## config.mk

```make
export PLATFORM = sky130hd
export DESIGN_NAME = histogram_equalizer_lut
export DESIGN_NICKNAME = d
export VERILOG_FILES = /design/src/rtl/histogram_equalizer_lut.sv
export SDC_FILE = /design/constraint.sdc
export NUM_CORES = 2
export LEC_CHECK = 0
export BUFFER_PORTS_ARGS = -buffer_cell sky130_fd_sc_hd__buf_4
export CAP_MARGIN = 5
export CORE_MARGIN = 5
export CORE_UTILIZATION = 40
export DETAILED_ROUTE_END_ITERATION = 8
export PLACE_DENSITY_LB_ADDON = 0.12
export SLEW_MARGIN = 20
export SYNTH_ARGS = -nofsm -noshare
export SYNTH_HDL_FRONTEND = slang
export SYNTH_SLANG_ARGS = --single-unit
```

## constraint.sdc

```tcl
create_clock -name clk -period 24.8 [get_ports clk]
set_input_delay 0 -clock clk [delete_from_list [all_inputs] [get_ports clk]]
set_output_delay 0 -clock clk [all_outputs]
set_load 0.03 [all_outputs]
```

## src/rtl/histogram_equalizer_lut.sv

```systemverilog
`default_nettype none
// ============================================================================
// Module   : histogram_equalizer_lut
// Brief    : Builds a CDF mapping LUT from a 256-bin histogram into a shadow
//            bank and applies the active bank to the pixel stream. The banks
//            swap at the end_of_frame falling edge. The optional per-bin clip
//            is enabled by defining HEQ_CLIP_LIMIT_EN.
// Revision : 1.0 - initial release
// ============================================================================
module histogram_equalizer_lut #(
    parameter int FRAME_PIXELS_LOG2 = 16
`ifdef HEQ_CLIP_LIMIT_EN
    ,
    parameter int CLIP_LIMIT        = 1024
`endif
) (
    input  logic        clk,
    input  logic        rst,
    input  logic        hist_valid,
    output logic [7:0]  hist_addr_rd,
    input  logic [15:0] hist_data_rd,
    input  logic [7:0]  in_pixel,
    input  logic        in_valid,
    input  logic        end_of_frame,
    output logic [7:0]  out_pixel,
    output logic        out_valid,
    output logic        out_end_of_frame,
    output logic        lut_ready,
    output logic        busy
);

    typedef enum logic [1:0] {
        S_IDLE  = 2'd0,
        S_READ  = 2'd1,
        S_DRAIN = 2'd2,
        S_DONE  = 2'd3
    } state_t;

    state_t      r_state;
    state_t      w_state_next;

    logic [23:0] r_cdf;
    logic        r_rd_valid;
    logic [7:0]  r_bin_idx;
    logic        r_pending;
    logic        r_active;
    logic        r_eof_prev;

    logic [7:0]  r_pix1;
    logic        r_vld1;
    logic        r_eof1;

    // Two banks of 256 entries, addressed as {bank, index}
    logic [7:0]  r_lut [0:511];

    logic [15:0] w_bin;
    logic [23:0] w_cdf_next;
    logic [31:0] w_prod;
    logic [31:0] w_scaled;
    logic [7:0]  w_map;
    logic        w_fall;
    logic        w_swap;

    always_ff @(posedge clk) begin
        if (rst) begin
            r_state <= S_IDLE;
        end else begin
            r_state <= w_state_next;
        end
    end

    always_comb begin
        w_state_next = r_state;
        busy         = 1'b1;
        case (r_state)
            S_IDLE: begin
                busy = 1'b0;
                if (hist_valid) begin
                    w_state_next = S_READ;
                end
            end
            S_READ: begin
                if (hist_addr_rd == 8'd255) begin
                    w_state_next = S_DRAIN;
                end
            end
            S_DRAIN: w_state_next = S_DONE;
            S_DONE:  w_state_next = S_IDLE;
            default: w_state_next = S_IDLE;
        endcase
    end

    // Address sweep holds at 255 once issued so the sweep happens exactly once
    always_ff @(posedge clk) begin
        if (rst) begin
            hist_addr_rd <= 8'd0;
            r_cdf        <= 24'd0;
            r_rd_valid   <= 1'b0;
            r_bin_idx    <= 8'd0;
        end else begin
            r_rd_valid <= (r_state == S_READ);
            r_bin_idx  <= hist_addr_rd;
            if ((r_state == S_IDLE) && hist_valid) begin
                hist_addr_rd <= 8'd0;
                r_cdf        <= 24'd0;
            end else begin
                if ((r_state == S_READ) && (hist_addr_rd != 8'd255)) begin
                    hist_addr_rd <= hist_addr_rd + 8'd1;
                end
                if (r_rd_valid) begin
                    r_cdf <= w_cdf_next;
                end
            end
        end
    end

`ifdef HEQ_CLIP_LIMIT_EN
    localparam logic [15:0] c_clip = 16'(CLIP_LIMIT);
    assign w_bin = (hist_data_rd > c_clip) ? c_clip : hist_data_rd;
`else
    assign w_bin = hist_data_rd;
`endif

    assign w_cdf_next = r_cdf + {8'd0, w_bin};
    assign w_prod     = {8'd0, w_cdf_next} * 32'd255;
    assign w_scaled   = w_prod >> FRAME_PIXELS_LOG2;
    assign w_map      = (w_scaled > 32'd255) ? 8'd255 : w_scaled[7:0];

    always_ff @(posedge clk) begin
        if (r_rd_valid) begin
            r_lut[{~r_active, r_bin_idx}] <= w_map;
        end
    end

    // Swap uses the pre-edge pending, so a LUT finishing on the boundary waits
    assign w_fall = r_eof_prev & ~end_of_frame;
    assign w_swap = w_fall & r_pending;

    always_ff @(posedge clk) begin
        if (rst) begin
            r_eof_prev <= 1'b0;
            r_pending  <= 1'b0;
            r_active   <= 1'b0;
            lut_ready  <= 1'b0;
        end else begin
            r_eof_prev <= end_of_frame;
            if (w_swap) begin
                r_active  <= ~r_active;
                lut_ready <= 1'b1;
                r_pending <= 1'b0;
            end else if (r_state == S_DONE) begin
                r_pending <= 1'b1;
            end
        end
    end

    always_ff @(posedge clk) begin
        if (rst) begin
            r_pix1           <= 8'd0;
            r_vld1           <= 1'b0;
            r_eof1           <= 1'b0;
            out_pixel        <= 8'd0;
            out_valid        <= 1'b0;
            out_end_of_frame <= 1'b0;
        end else begin
            r_pix1           <= in_pixel;
            r_vld1           <= in_valid;
            r_eof1           <= end_of_frame;
            out_pixel        <= lut_ready ? r_lut[{r_active, r_pix1}] : r_pix1;
            out_valid        <= r_vld1;
            out_end_of_frame <= r_eof1;
        end
    end

endmodule
`default_nettype wire

```

==> impl_results.html <==
<table>
<tr><th>Metric</th><th>Value</th></tr>
<tr><th colspan="2">STA</th></tr>
<tr><td>Worst-case headroom to the max-slew limit</td><td>0.0905</td></tr>
<tr><td>Peak Freq</td><td>about 0.085 GHz</td></tr>
<tr><td>Final Cycle Share</td><td>0.476</td></tr>
<tr><td>Final worst hold slack</td><td>0.164 ns</td></tr>
<tr><td>Unrepaired setup endpoints after global routing</td><td>no</td></tr>
<tr><td>Final total negative setup slack</td><td>0 ns</td></tr>
<tr><td>Slew at the pin closest to its max-slew limit</td><td>about 1.4 ns</td></tr>
<tr><td>Fin Clk Skew</td><td>0.0504 ns</td></tr>
<tr><td>Min Clock Period, post-route</td><td>~12 ns</td></tr>
<tr><td>Final setup violating endpoints</td><td>0</td></tr>
<tr><td>Final slew viol count</td><td>0</td></tr>
<tr><td>Worst setup slack after layout</td><td>13.01 ns</td></tr>
<tr><td>Final Hold Violating Endpoints</td><td>0</td></tr>
<tr><th colspan="2">Global routing</th></tr>
<tr><td>Gr ovfl total</td><td>0</td></tr>
<tr><td>Via count of the first global-routing pass</td><td>around 85,000</td></tr>
<tr><td>Largest net degree at the start of global routing</td><td>around 180</td></tr>
<tr><td>Wire length of the first global-routing pass</td><td>just under 700,000 um</td></tr>
<tr><td>Global-route total usage across every layer</td><td>0.225</td></tr>
<tr><td>Number of antenna violations at the first check in global routing</td><td>between 40 and 50</td></tr>
<tr><th colspan="2">Synthesis</th></tr>
<tr><td>Biggest area consumer among synthesized cells</td><td>sky130_fd_sc_hd__edfxtp_1</td></tr>
<tr><td>Fraction of synthesized cell area taken by the top area cell type</td><td>0.743</td></tr>
<tr><td>Netlist area before placement</td><td>around 170,000 sq um</td></tr>
<tr><td>Flip-flop and latch count after synthesis</td><td>between 4,000 and 5,000</td></tr>
<tr><td>Synthesized netlist net count</td><td>slightly above 8,000</td></tr>
<tr><td>Syn Inst Count</td><td>approximately 8,100</td></tr>
<tr><td>Share of flip-flops with an asynchronous set or reset after synthesis</td><td>0</td></tr>
<tr><td>YS warnings</td><td>0</td></tr>
<tr><td>Dominant synthesized flop cell</td><td>sky130_fd_sc_hd__edfxtp_1</td></tr>
<tr><td>Avg Synthesized Cell Area</td><td>a little over 20 sq um</td></tr>
<tr><td>Distinct cell type count of the synthesized netlist</td><td>83</td></tr>
<tr><td>Number of enable-type register cells in the synthesized netlist</td><td>roughly 4,000</td></tr>
<tr><td>Biggest area contributors in the synthesized netlist</td><td>sky130_fd_sc_hd__edfxtp_1 74%, sky130_fd_sc_hd__mux4_2 13%, sky130_fd_sc_hd__mux2i_1 1.5%, sky130_fd_sc_hd__nor2_1 1.4%, sky130_fd_sc_hd__fa_1 1.2%</td></tr>
<tr><td>Sequential element share of the synthesized area</td><td>0.751</td></tr>
<tr><th colspan="2">Place</th></tr>
<tr><td>Final weighted congestion of routability-driven global placement</td><td>0.811</td></tr>
<tr><td>Placed wire-length estimate after detailed placement</td><td>296,000 um</td></tr>
<tr><td>Worst slack at placement</td><td>between 10 and 15 ns</td></tr>
<tr><td>Port bufs</td><td>between 40 and 50</td></tr>
<tr><th colspan="2">Clock tree</th></tr>
<tr><td>Latest clock arrival within the worst-skew pair</td><td>1.01 ns</td></tr>
<tr><td>CTS max path bufs</td><td>4</td></tr>
<tr><td>Inserted Clock Buffers</td><td>approximately 450</td></tr>
<tr><td>CTS tree</td><td>done</td></tr>
<tr><td>Maximum level of the CTS H-tree</td><td>5</td></tr>
<tr><td>Number of gates resized after CTS</td><td>0</td></tr>
<tr><td>CTS Sinks</td><td>about 4,200</td></tr>
<tr><td>Clock transition at the registers of the reported paths</td><td>0.06 ns</td></tr>
<tr><td>Root buf cell</td><td>sky130_fd_sc_hd__clkbuf_16</td></tr>
<tr><th colspan="2">Die</th></tr>
<tr><td>Count of boundary I/O pins</td><td>a little under 50</td></tr>
<tr><td>Placement row count</td><td>236</td></tr>
<tr><td>Die footprint</td><td>427,000 sq um</td></tr>
<tr><td>Die outline height</td><td>653 um</td></tr>
<tr><td>Core area</td><td>between 400,000 and 500,000 sq um</td></tr>
<tr><td>Initial Util</td><td>0.401</td></tr>
<tr><td>Die boundary width</td><td>653 um</td></tr>
<tr><th colspan="2">Setup path</th></tr>
<tr><td>Path depth of the worst reg2reg path</td><td>29</td></tr>
<tr><td>Kind of end point of the critical path</td><td>register</td></tr>
<tr><td>Register-to-register path setup slack</td><td>approximately 13 ns</td></tr>
<tr><td>Worst r2r src</td><td>r_cdf[0]</td></tr>
<tr><td>Worst EP arrival</td><td>between 10 and 15 ns</td></tr>
<tr><td>Worst stage delay on the critical path</td><td>about 0.83 ns</td></tr>
<tr><td>CP Max Fanout</td><td>91</td></tr>
<tr><td>Worst setup path end</td><td>r_lut[266][1]</td></tr>
<tr><td>CP Launch Point</td><td>r_cdf[0]</td></tr>
<tr><td>Kind of critical path</td><td>reg2reg</td></tr>
<tr><td>Crit path required time</td><td>about 25 ns</td></tr>
<tr><td>Top cell by count, worst path</td><td>sky130_fd_sc_hd__fa_1</td></tr>
<tr><td>FF-to-FF End</td><td>r_lut[266][1]</td></tr>
<tr><td>Startpoint type of the worst setup path</td><td>register</td></tr>
<tr><td>Slowest library cell on the worst path</td><td>sky130_fd_sc_hd__buf_4</td></tr>
<tr><th colspan="2">Run status</th></tr>
<tr><td>Run status</td><td>finished, final reports clean</td></tr>
<tr><th colspan="2">Cells and area</th></tr>
<tr><td>Ratio of cells with drive above 1 in the final layout</td><td>0.220</td></tr>
<tr><td>Net count, final</td><td>approximately 8,600</td></tr>
<tr><td>Post-synthesis to final-layout area growth</td><td>13.0%</td></tr>
<tr><td>Sequential cell area</td><td>roughly 120,000 sq um</td></tr>
<tr><td>Fill cells</td><td>between 30,000 and 40,000</td></tr>
<tr><td>Multi-input combinational cell area</td><td>approximately 38,000 sq um</td></tr>
<tr><th colspan="2">Route</th></tr>
<tr><td>Routed wire length per instance</td><td>between 30 and 40 um</td></tr>
<tr><td>Total length of routed wires</td><td>about 500,000 um</td></tr>
<tr><td>Final antenna-violating net count</td><td>0</td></tr>
<tr><td>DRC violations left</td><td>0</td></tr>
<tr><td>Detailed-router iteration count before antenna repair</td><td>5</td></tr>
<tr><td>Number of design-rule violations left by the first detailed-router iteration</td><td>9,552</td></tr>
<tr><td>Vias per Instance</td><td>~6</td></tr>
<tr><td>Vias</td><td>83,800</td></tr>
<tr><th colspan="2">Flow run</th></tr>
<tr><td>Max-cap violations</td><td>0</td></tr>
<tr><th colspan="2">Min path</th></tr>
<tr><td>Depth of the worst hold-timing path</td><td>5</td></tr>
<tr><td>Hold/Removal Path Class</td><td>in2reg</td></tr>
</table>
[cells in the mapped netlist, drive strengths merged, types with 98 or more instances]
master / number
nand2: 137
a22oi: 153
nor2: 636
clkbuf: 203
o22ai: 98
fa: 101
a21oi: 129
mux2i: 245
edfxtp: 4096
inv: 192
buf: 270
mux4: 967
[timing repair]
| action | 4_1_cts | 5_1_grt |
|---|---|---|
| setup buffers | 0 | 0 |
| endpoints found under the hold margin | 57 | 0 |
| hold buffers | 60 | 0 |
[worst min-delay path by stage]
stage                       to  slack, ns            start
floorplan               r_eof1       0.13     end_of_frame
CTS                   r_cdf[0]       0.08  hist_data_rd[0]
detailed placement   r_pix1[2]       0.22      in_pixel[2]
global placement     r_pix1[2]       0.21      in_pixel[2]
global route        r_state[1]       0.18       hist_valid
finish              r_state[1]       0.16       hist_valid
[cells in the final DEF, fill, tap and decap left out, types with 105 or more instances in the layout]
cell type,Yosys,final
sky130_fd_sc_hd__edfxtp_1,4096,4096
sky130_fd_sc_hd__mux4_2,957,957
sky130_fd_sc_hd__nor2_1,636,625
sky130_fd_sc_hd__clkbuf_16,0,453
sky130_fd_sc_hd__mux2i_1,245,245
sky130_fd_sc_hd__buf_4,69,245
sky130_fd_sc_hd__inv_1,191,190
sky130_fd_sc_hd__a22oi_1,153,153
sky130_fd_sc_hd__a21oi_1,129,129
sky130_fd_sc_hd__nand2_1,136,129
sky130_fd_sc_hd__clkinv_1,0,109
sky130_fd_sc_hd__clkbuf_1,203,105
[state kept, by name, indices dropped and copies added, names as in the netlist, 2 cells and up]
signal        cells
r_lut          4096
r_cdf            24
hist_addr_rd      8
out_pixel         8
r_bin_idx         8
r_pix1            8
r_state           2
[per-stage QoR]
step           utilization  instance area [sq um]  std cells
6_report             0.453                 187000      14300
2_1_floorplan            -                 166000       8110
5_1_grt              0.453                 187000      14300
4_1_cts              0.453                 187000      14200
3_3_place_gp         0.417                 172000      13400
3_5_place_dp         0.417                 172000      13400
[critical path: cells and delay by family, from the launching register on]
family | cells | cell delay, ns
flops | 1 | 0.33
simple gates | 6 | 1.86
compound gates | 8 | 2.63
fa+ha+maj | 7 | 2.79
xor+xnor | 1 | 0.53
buf+inv | 7 | 2.96
[routing by layer]
layer,vias up,GRT usage,routed length (um)
met5,-,0,34
met4,6,0.0583,12900
met3,633,0.0334,34300
met2,3250,0.356,230000
met1,45900,0.328,209000
li1,34000,-,-
[logic make-up after synthesis]
group	Yosys count	share of synthesized area
AND/OR/NAND/NOR	1065	0.0281
AO/OA/AOI/OAI	749	0.0313
multiplexers	1227	0.148
buffers and inverters	665	0.0203
adder cells (fa/ha/maj)	181	0.0182
XOR/XNOR	61	0.00323
flip-flops	4162	0.751
[layout make-up]
cell class / instances / area share
antenna: 20 / 0.000268
clock buffer: 558 / 0.0627
clock inverter: 259 / 0.0116
inverter: 192 / 0.00385
multi-input combinational: 3283 / 0.205
sequential: 4162 / 0.665
tap: 5474 / 0.0366
timing repair buffer: 324 / 0.0151
Power is not shown: default switching activity piles up to over one toggle a cycle in this logic, so the estimate is an artifact.
